==> src/rtl/reel_scheduler.sv <==
// reel_scheduler
// Sequences the three slot-machine reels and shares the single sprite ROM
// between them.
//
// Spin control: on a frame tick, every unstopped reel advances its 448-line
// strip offset by SPIN_SPEED. After MIN_SPIN_FRAMES ticks, reels 0, 1 and 2
// are stopped in that order on their target symbols. Reels are separated by
// STOP_STAGGER ticks.
//
// Render lookup: maps a reel-window pixel to a ROM address
// {sprite_idx, x_in_sprite, y_in_sprite}. The address is registered, so it
// is valid one cycle after the request. rgb_valid lines up with the ROM's
// registered pixel output, two cycles after the request.
//
// Ports
//   clk_i            system clock
//   reset_i          asynchronous active-high reset
//   frame_tick_i     one-cycle pulse at vblank start
//   spin_start_i     one-cycle spin request (honoured only when idle)
//   target_sym*_i    stop symbol per reel, sampled on an accepted spin_start
//   busy_o           spin in progress
//   spin_done_o      one-cycle pulse after the last reel stops
//   req_valid_i      render lookup request
//   req_reel_i       reel 0-2; 3 is invalid
//   req_x_i/req_y_i  pixel position inside the reel window
//   sprite_idx_o     ROM sprite select (registered)
//   x_in_sprite_o    ROM column (registered)
//   y_in_sprite_o    ROM row (registered)
//   rgb_valid_o      ROM pixel output is valid this cycle
module reel_scheduler #(
    parameter int unsigned SPIN_SPEED      = 8,
    parameter int unsigned MIN_SPIN_FRAMES = 60,
    parameter int unsigned STOP_STAGGER    = 30
) (
    input  logic       clk_i,
    input  logic       reset_i,
    input  logic       frame_tick_i,
    input  logic       spin_start_i,
    input  logic [2:0] target_sym0_i,
    input  logic [2:0] target_sym1_i,
    input  logic [2:0] target_sym2_i,
    output logic       busy_o,
    output logic       spin_done_o,
    input  logic       req_valid_i,
    input  logic [1:0] req_reel_i,
    input  logic [5:0] req_x_i,
    input  logic [5:0] req_y_i,
    output logic [2:0] sprite_idx_o,
    output logic [5:0] x_in_sprite_o,
    output logic [5:0] y_in_sprite_o,
    output logic       rgb_valid_o
);

    localparam int unsigned CNT_W       = 16;
    localparam logic [9:0]  STRIP_LINES = 10'd448;

    typedef enum logic [2:0] {
        S_IDLE,
        S_SPIN,
        S_STOP0,
        S_GAP0,
        S_STOP1,
        S_GAP1,
        S_STOP2,
        S_DONE
    } state_t;

    state_t             state_q, state_d;
    logic [2:0][8:0]    off_q, off_d;
    logic [2:0][2:0]    tgt_q, tgt_d;
    logic [2:0]         stopped_q, stopped_d;
    logic [CNT_W-1:0]   cnt_q, cnt_d;
    logic [CNT_W-1:0]   cnt_inc;
    logic               advance_en;

    // One strip step, with wrap-around at the 448-line boundary.
    function automatic logic [8:0] step_offset(input logic [8:0] off);
        logic [9:0] sum;
        sum = {1'b0, off} + 10'(SPIN_SPEED);
        if (sum >= STRIP_LINES) begin
            sum = sum - STRIP_LINES;
        end
        return sum[8:0];
    endfunction

    // Symbol 7 does not exist on the strip, so it is treated as symbol 0.
    function automatic logic [2:0] clean_target(input logic [2:0] sym);
        return (sym == 3'd7) ? 3'd0 : sym;
    endfunction

    assign cnt_inc    = cnt_q + CNT_W'(1);
    assign advance_en = frame_tick_i && (state_q != S_IDLE) && (state_q != S_DONE);

    always_ff @(posedge clk_i or posedge reset_i) begin
        if (reset_i) begin
            state_q   <= S_IDLE;
            off_q     <= '0;
            tgt_q     <= '0;
            stopped_q <= '0;
            cnt_q     <= '0;
        end else begin
            state_q   <= state_d;
            off_q     <= off_d;
            tgt_q     <= tgt_d;
            stopped_q <= stopped_d;
            cnt_q     <= cnt_d;
        end
    end

    // Reel stepping and spin sequencing. A STOPk state compares against the
    // post-step offset, so the reel lands exactly on its symbol boundary and
    // then holds there.
    always_comb begin
        state_d   = state_q;
        off_d     = off_q;
        tgt_d     = tgt_q;
        stopped_d = stopped_q;
        cnt_d     = cnt_q;

        if (advance_en) begin
            for (int k = 0; k < 3; k++) begin
                if (!stopped_q[k]) begin
                    off_d[k] = step_offset(off_q[k]);
                end
            end
        end

        case (state_q)
            S_IDLE: begin
                if (spin_start_i) begin
                    tgt_d[0]  = clean_target(target_sym0_i);
                    tgt_d[1]  = clean_target(target_sym1_i);
                    tgt_d[2]  = clean_target(target_sym2_i);
                    stopped_d = '0;
                    cnt_d     = '0;
                    state_d   = S_SPIN;
                end
            end
            S_SPIN: begin
                if (frame_tick_i) begin
                    cnt_d = cnt_inc;
                    if (cnt_inc == CNT_W'(MIN_SPIN_FRAMES)) begin
                        cnt_d   = '0;
                        state_d = S_STOP0;
                    end
                end
            end
            S_STOP0: begin
                if (frame_tick_i && off_d[0] == {tgt_q[0], 6'd0}) begin
                    stopped_d[0] = 1'b1;
                    cnt_d        = '0;
                    state_d      = S_GAP0;
                end
            end
            S_GAP0: begin
                if (frame_tick_i) begin
                    cnt_d = cnt_inc;
                    if (cnt_inc == CNT_W'(STOP_STAGGER)) begin
                        cnt_d   = '0;
                        state_d = S_STOP1;
                    end
                end
            end
            S_STOP1: begin
                if (frame_tick_i && off_d[1] == {tgt_q[1], 6'd0}) begin
                    stopped_d[1] = 1'b1;
                    cnt_d        = '0;
                    state_d      = S_GAP1;
                end
            end
            S_GAP1: begin
                if (frame_tick_i) begin
                    cnt_d = cnt_inc;
                    if (cnt_inc == CNT_W'(STOP_STAGGER)) begin
                        cnt_d   = '0;
                        state_d = S_STOP2;
                    end
                end
            end
            S_STOP2: begin
                if (frame_tick_i && off_d[2] == {tgt_q[2], 6'd0}) begin
                    stopped_d[2] = 1'b1;
                    cnt_d        = '0;
                    state_d      = S_DONE;
                end
            end
            S_DONE: begin
                state_d = S_IDLE;
            end
            default: begin
                state_d = S_IDLE;
            end
        endcase
    end

    assign busy_o      = (state_q != S_IDLE);
    assign spin_done_o = (state_q == S_DONE);

    // Lookup path: window row plus reel offset, folded back into the strip.
    logic [8:0] sel_off;
    logic [9:0] line_sum;
    logic [8:0] line;
    logic       req_ok;

    always_comb begin
        sel_off = '0;
        case (req_reel_i)
            2'd0:    sel_off = off_q[0];
            2'd1:    sel_off = off_q[1];
            2'd2:    sel_off = off_q[2];
            default: sel_off = '0;
        endcase
    end

    assign req_ok   = req_valid_i && (req_reel_i != 2'd3);
    assign line_sum = {4'd0, req_y_i} + {1'b0, sel_off};

    always_comb begin
        line = line_sum[8:0];
        if (line_sum >= STRIP_LINES) begin
            line = 9'(line_sum - STRIP_LINES);
        end
    end

    logic [2:0] sprite_idx_q;
    logic [5:0] x_in_sprite_q;
    logic [5:0] y_in_sprite_q;
    logic       addr_valid_q;
    logic       rgb_valid_q;

    // The address only changes on a request, so the ROM keeps seeing a
    // stable address between requests. Reel 3 parks the address at zero.
    always_ff @(posedge clk_i or posedge reset_i) begin
        if (reset_i) begin
            sprite_idx_q  <= '0;
            x_in_sprite_q <= '0;
            y_in_sprite_q <= '0;
            addr_valid_q  <= 1'b0;
            rgb_valid_q   <= 1'b0;
        end else begin
            if (req_valid_i) begin
                if (req_ok) begin
                    sprite_idx_q  <= line[8:6];
                    x_in_sprite_q <= req_x_i;
                    y_in_sprite_q <= line[5:0];
                end else begin
                    sprite_idx_q  <= '0;
                    x_in_sprite_q <= '0;
                    y_in_sprite_q <= '0;
                end
            end
            addr_valid_q <= req_ok;
            rgb_valid_q  <= addr_valid_q;
        end
    end

    assign sprite_idx_o  = sprite_idx_q;
    assign x_in_sprite_o = x_in_sprite_q;
    assign y_in_sprite_o = y_in_sprite_q;
    assign rgb_valid_o   = rgb_valid_q;

endmodule

==> config.mk <==
export PLATFORM = sky130hd
export DESIGN_NAME = reel_scheduler
export DESIGN_NICKNAME = d
export VERILOG_FILES = /design/src/rtl/reel_scheduler.sv
export SDC_FILE = /design/constraint.sdc
export NUM_CORES = 1
export LEC_CHECK = 0
export CAP_MARGIN = 20
export CORE_MARGIN = 4
export CORE_UTILIZATION = 55
export CTS_CLUSTER_SIZE = 28
export DETAILED_ROUTE_END_ITERATION = 12
export GPL_TIMING_DRIVEN = 0
export PLACE_DENSITY = 0.83
export REMOVE_ABC_BUFFERS = 1
export SLEW_MARGIN = 20
export SYNTH_ARGS = -nofsm -noshare
export SYNTH_HDL_FRONTEND = slang
export SYNTH_SLANG_ARGS = --single-unit
==> constraint.sdc <==
create_clock -name clk_i -period 10.1 [get_ports clk_i]
set_input_delay 2.02 -clock clk_i [delete_from_list [all_inputs] [get_ports clk_i]]
set_output_delay 2.02 -clock clk_i [all_outputs]
set_load 0.02 [all_outputs]
==> results of run 1 <==
==> worst register-to-register path: stages (launching register included) <==
cell      delay [ns]
dfrtp_1         0.55
ha_1            0.41
and3_1          0.31
xor2_1          0.10
ha_1            0.32
o41ai_2         0.63
nor2b_1         0.11
o22a_1          0.26
mux2i_1         0.14
o41a_1          0.50
nor2_1          0.44
o221ai_1        0.19
==> where the power goes <==
part / internal, uW / total (uW) / switching, uW
combinational: 303 / 694 / 391
clock: 121 / 230 / 109
sequential: 344 / 501 / 157
total: 768 / 1420 / 657
==> final cells by class <==
class / instances / area share (%)
Sequential cell: 66 / 29.1
Tap cell: 108 / 2.38
Multi-Input combinational cell: 450 / 54.2
Clock buffer: 10 / 2.42
Clock inverter: 6 / 1.17
Inverter: 36 / 2.47
Timing Repair Buffer: 46 / 8.28
==> sequential cells by signal (all words and copies together), names as in the netlist, 3 cells and up <==
| name | flops |
|---|---|
| off_q | 18 |
| y_in_sprite_o | 6 |
| x_in_sprite_o | 6 |
| stopped_q | 3 |
| sprite_idx_o | 3 |
| cnt_q | 16 |
| state_q | 3 |
| tgt_q | 9 |
==> final timing paths <==
kind / start / end / slack, ns / cells past startpoint
setup / recovery: req_reel_i[0] / sprite_idx_o[1] / 4.96 / 16
hold / removal: addr_valid_q / rgb_valid_o / 0.36 / 0
setup reg to reg: off_q[12] / cnt_q[4] / 5.98 / 11
hold reg to reg: addr_valid_q / rgb_valid_o / 0.36 / 0
max in group asynchronous: reset_i / cnt_q[1] / 7.59 / 3
min in group asynchronous: reset_i / off_q[17] / 1.97 / 2
==> per-layer routing <==
layer	part of all wire [%]	vias to the layer above
li1	-	2200
met1	44	2116
met2	49	144
met3	5.2	18
met4	1.7	0
met5	0	-
==> cells in the final DEF, fill, tap and decap left out, types with 4 or more instances in the layout <==
| master | n |
|---|---|
| nand4_1 | 6 |
| mux2i_1 | 13 |
| ha_1 | 16 |
| clkdlybuf4s50_1 | 45 |
| or4_1 | 5 |
| clkbuf_8 | 10 |
| nor2b_1 | 4 |
| dfrtp_1 | 66 |
| a21oi_1 | 19 |
| and3_1 | 13 |
| nor3_1 | 10 |
| a41oi_1 | 4 |
| a31oi_1 | 13 |
| o21a_1 | 4 |
| o211ai_1 | 6 |
| nand3_1 | 22 |
| o221ai_1 | 6 |
| and4b_1 | 5 |
| nor2_1 | 18 |
| o21ai_0 | 40 |
| nand2_1 | 99 |
| o31ai_1 | 7 |
| o211a_1 | 8 |
| and2_1 | 6 |
| a21o_1 | 4 |
| nor3b_1 | 5 |
| xnor2_1 | 18 |
| xor2_1 | 8 |
| a32oi_1 | 4 |
| a22oi_1 | 4 |
| inv_1 | 33 |
| o22ai_1 | 5 |
| nand2b_1 | 5 |
==> cells by family (layout without fill, tap and decap cells) <==
| kind of cell | Yosys count | in the layout |
|---|---|---|
| adder cells (fa/ha/maj) | 17 | 17 |
| XOR/XNOR | 27 | 27 |
| buffers and inverters | 71 | 98 |
| multiplexers | 15 | 15 |
| flip-flops | 66 | 66 |
| AND/OR/NAND/NOR | 224 | 224 |
| AO/OA/AOI/OAI | 167 | 167 |
==> cells in the mapped netlist (all sizes together) (8+ instances only) <==
cell type | instances | area [um^2]
xor2 | 8 | 70.1
mux2i | 13 | 130
clkbuf | 16 | 61.3
dfrtp | 66 | 1650
o211a | 8 | 80.1
o21ai | 42 | 221
a31oi | 14 | 103
and3 | 13 | 81.3
nor2 | 18 | 67.6
buf | 19 | 105
nand3 | 26 | 158
xnor2 | 19 | 174
nand2 | 99 | 372
ha | 16 | 200
inv | 36 | 138
nor3 | 11 | 66.3
a21oi | 20 | 100
==> per-stage QoR <==
| step | util (%) | hold slack (ns) | area (um^2) |
|---|---|---|---|
| 2_1_floorplan | - | 0.331 | 4860 |
| 3_3_place_gp | 61.9 | 0.337 | 5450 |
| 3_5_place_dp | 62.2 | 0.346 | 5480 |
| 4_1_cts | 64.5 | 0.363 | 5680 |
| 5_1_grt | 64.5 | 0.382 | 5680 |
| 6_report | 64.5 | 0.360 | 5680 |
==> results.ini, run 1 <==
[sta]
max_freq_mhz = 194
setup_viol = 0
period_share_pct = 50.9
worstMarginPinSlew_ns = 0.752
hold_viol = 0
grt_setup_unrepaired = false
fin_worst_skew_ns = 0.0136
final.min_clock_period_ns = 5.14
slew_headroom_pct = 49.8
setup_tns_ns = 0
fin_ws_ns = 4.96
slew_viol_final = 0

[place]
place_congestion = 0.846
place_ws_ns = 4.65
post-dp-hpwl_um = 8400
placed_cells = 706
port_buffers = 45

[clock_network]
clockBufferDepth = 2
clk_pin_slew_ns = 0.07
cts_tree = yes
cts_hold_buf = 0
cts_buffers = 9
cts_setup_buffers = 0
cts_sinks = 66
htree_levels = 3
clk_latency_ns = 0.35
cts_resized = 0
cts_root_buf = clkbuf_8

[yosys]
synth_xor_area_share_pct = 4.85
synthMuxAreaShare_pct = 3.03
synth_compound_area_share_pct = 25.1
synth_seq_cells = 66
ys_warn_count = 0
synthArstFlopShare_pct = 100
avgSynthCellArea_um2 = 8.57
synth_adder_area_share_pct = 4.38
synth_cells = 587
synthSimpleGateAreaFrac_pct = 23.7
ys_seq_area_share_pct = 32.8
synth_top_family_by_area = compound AO/OA/AOI/OAI gates
synth_edf_count = 0
syn-cell-area_mm2 = 0.00503
ys.flop_type = dfrtp_1
yosysUniqueCellTypes = 85

[power]
powerDensity_mw_per_mm2 = 251
p_leak_uw = 0.00242
peakVddDrop_mv = 0.154
total_power_uw = 1420

[run]
max_cap_viol_count = 0

[layout]
area_growth_pct = 12.9
multi_input_area_mm2 = 0.00308
drive_gt1_share_pct = 8.47
n_antenna_cell = 0
stdcell_count = 722
final_nets = 654
regArea_mm2 = 0.00165
nFillCells = 727

[global_route]
grt_max_degree = 43
grt_usage_pct = 22.1
grtUsageMet3_pct = 4.17
use_met2_pct = 37.2
grt_pass1_wl_um = 20200
gr-usage-met1_pct = 28.6
grt_pass1_vias = 4349
grt.overflow.total = 0
grt.busiest_layer = met2
antenna_found_initial = 0

[critical_path]
crit_path_cell_trace = clkdlybuf4s50_1 > nor2b_1 > nand2_1 > o21ai_0 > ha_1 > inv_1 > fa_1 > nor2b_1 > o21ai_0 > xnor2_1 > ha_1 > nand2_1 > mux2i_1 > o2bb2ai_1 > mux2i_1 > o22ai_1
critPathBufInv = 2
crit_fanout = 8
arrival_ns = 5.36
start_kind = input pin
worstSetupPathType = input pin to flip-flop
slowest_delay_ns = 0.62
cp-end-kind = flip-flop
cp.required_ns = 10.32
crit_slowest_cell = clkdlybuf4s50_1
path_delay_family = adder cells

[detailed_routing]
drtIter0Drc = 325
drt-total-wl_um = 11700
postRouteAntennaNets = 0
dr_total_vias = 4478
dr.pass1.iters = 5
via_per_inst = 6.20
drc_errors = 0
wl_per_cell_um = 16.2

[floorplan]
rows = 34
dieArea_mm2 = 0.0107
initial_core_util_pct = 57.1
coreArea_mm2 = 0.00881
die_w_um = 104
fp.dieH_um = 104
num_io_pins = 46

[hold_path]
min_path_type = flip-flop to flip-flop

[status]
status = finished clean

Power figures use the tool's default switching activity.
==> inputs of run 2 (changes only) <==
Settings changed: CORE_UTILIZATION 55 to 53.
Clock period 10.1 ns to 4.4 ns, I/O delays scaled along.
==> results.ini, run 2 (synthesized netlist as in run 1, its figures left out) <==
[layout]
stdcell_count = 743
reg_top3 = off_q (18), cnt_q (16), tgt_q (9)
post-route-util_pct = 61.4
top_register = off_q
stdcell_area_mm2 = 0.00567
final_common_cell = nand2_1
n_antenna_cell = 0
area_growth_pct = 12.8
final_nets = 654
final_cell_mix = 99 x nand2_1, 66 x dfrtp_1, 45 x clkdlybuf4s50_1
largest_reg_flops = 18
drive_gt1_share_pct = 8.31

[sta]
hold_viol = 0
fin_ws_ns = 0.324
setup_tns_ns = 0
max_freq_mhz = 245
setup_viol = 0
slew_headroom_pct = 47.5
fin_worst_skew_ns = 0.0110
worstMarginPinSlew_ns = 0.788
slew_viol_final = 0
period_share_pct = 92.6
grt_setup_unrepaired = false
final.min_clock_period_ns = 4.08

[critical_path]
slowest_delay_ns = 0.63
arrival_ns = 4.27
crit_slowest_cell = o41ai_2
worstSetupPathType = flip-flop to flip-flop
r2r_setup_slack_ns = 0.32
reg2reg_depth = 11
rr_endpoint = cnt_q[4]
start_kind = flip-flop
crit_path_cell_trace = ha_1 > and3_1 > xor2_1 > ha_1 > o41ai_2 > nor2b_1 > o22a_1 > mux2i_1 > o41a_1 > nor2_1 > o221ai_1
cp-end-kind = flip-flop
cp.required_ns = 4.60
crit_path_frequent_cell = ha_1
crit_fanout = 9
rr_startpoint = off_q[12]

[global_route]
grt.overflow.total = 0
grt_pass1_wl_um = 20200
grt_usage_pct = 21.7
antenna_found_initial = 0
grt_pass1_vias = 4369
grt_max_degree = 43

[place]
place_congestion = 0.878
place_ws_ns = -0.0199
post-dp-hpwl_um = 8600
placed_area_mm2 = 0.00550
placed_cells = 727
port_buffers = 45

[floorplan]
fp.dieH_um = 105
rows = 35
coreArea_mm2 = 0.00924
num_io_pins = 46
dieArea_mm2 = 0.0111
initial_core_util_pct = 54.4
die_w_um = 105

[detailed_routing]
drc_errors = 0
wl_per_cell_um = 15.8
drt-total-wl_um = 11700
via_per_inst = 6.11
dr.pass1.iters = 5
drtIter0Drc = 343
dr_total_vias = 4541
postRouteAntennaNets = 0

[clock_network]
cts_resized = 0
cts_sinks = 66
cts_tree = yes
cts_setup_buffers = 0
clockBufferDepth = 2
clk_latency_ns = 0.36
clk_pin_slew_ns = 0.07
cts_buffers = 9
cts_hold_buf = 0
cts_root_buf = clkbuf_8
htree_levels = 3

[power]
p_leak_uw = 0.00241
powerDensity_mw_per_mm2 = 565
peakVddDrop_mv = 0.310

[run]
max_cap_viol_count = 0

[hold_path]
hold_path_end = rgb_valid_o
whs_path_depth = 0
min_path_type = flip-flop to flip-flop
min-delay-start = addr_valid_q

[status]
status = finished clean

## run 2: cell count changes in the layout (fill, tap and decap cells not counted), sizes merged
cell,change
bufinv,-1
clkbuf,+1
clkinv,+1
clkinvlp,-1
## run 2: where the power goes
part	total, uW	switching [uW]	internal [uW]	leakage, uW
Sequential	1150	358	790	0.000809
Clock	455	238	217	0.0000851
Combinational	1600	906	697	0.00151
## run 2: worst max-delay path by stage
stage                       start               to  slack, ns  depth (start not counted)
floorplan               off_q[12]         cnt_q[4]       1.07                         11
global placement    req_reel_i[0]  sprite_idx_o[1]       0.22                         16
detailed placement  req_reel_i[0]  sprite_idx_o[1]      -0.02                         16
CTS                 req_reel_i[0]  sprite_idx_o[1]       0.33                         16
global route        req_reel_i[0]  sprite_idx_o[1]       0.02                         16
finish                  off_q[12]         cnt_q[4]       0.32                         11
## run 2: critical path, delay by kind of cell (launching register included)
kind,cells,cell delay [ns]
AO/OA/AOI/OAI,4,1.61
XOR/XNOR,1,0.09
adder cells (fa/ha/maj),2,0.70
flip-flops,1,0.55
multiplexers,1,0.14
AND/OR/NAND/NOR,3,0.82
## run 2: layout make-up
type                            instances  area (um^2)
Multi-Input combinational cell        450         3080
Inverter                               36          140
Fill cell                             761         3570
Sequential cell                        66         1650
Clock buffer                           11          141
Clock inverter                          5         30.0
Timing Repair Buffer                   46          470
Tap cell                              129          161
## run 2: metal layers
metal  global-route usage, %  wire length (um)  vias to the layer above
li1                        -                 -                     2185
met1                    27.7              5150                     2180
met2                    36.7              5700                      151
met3                    3.43               629                       25
met4                    9.00               244                        0
met5                       0                 0                        -
## run 2: stage by stage
step	hold slack [ns]	total power (uW)
after floorplan	0.331	2270
after global placement	0.337	2630
after detailed placement	0.340	2740
after CTS	0.355	3200
after global routing	0.359	3450
final	0.353	3210
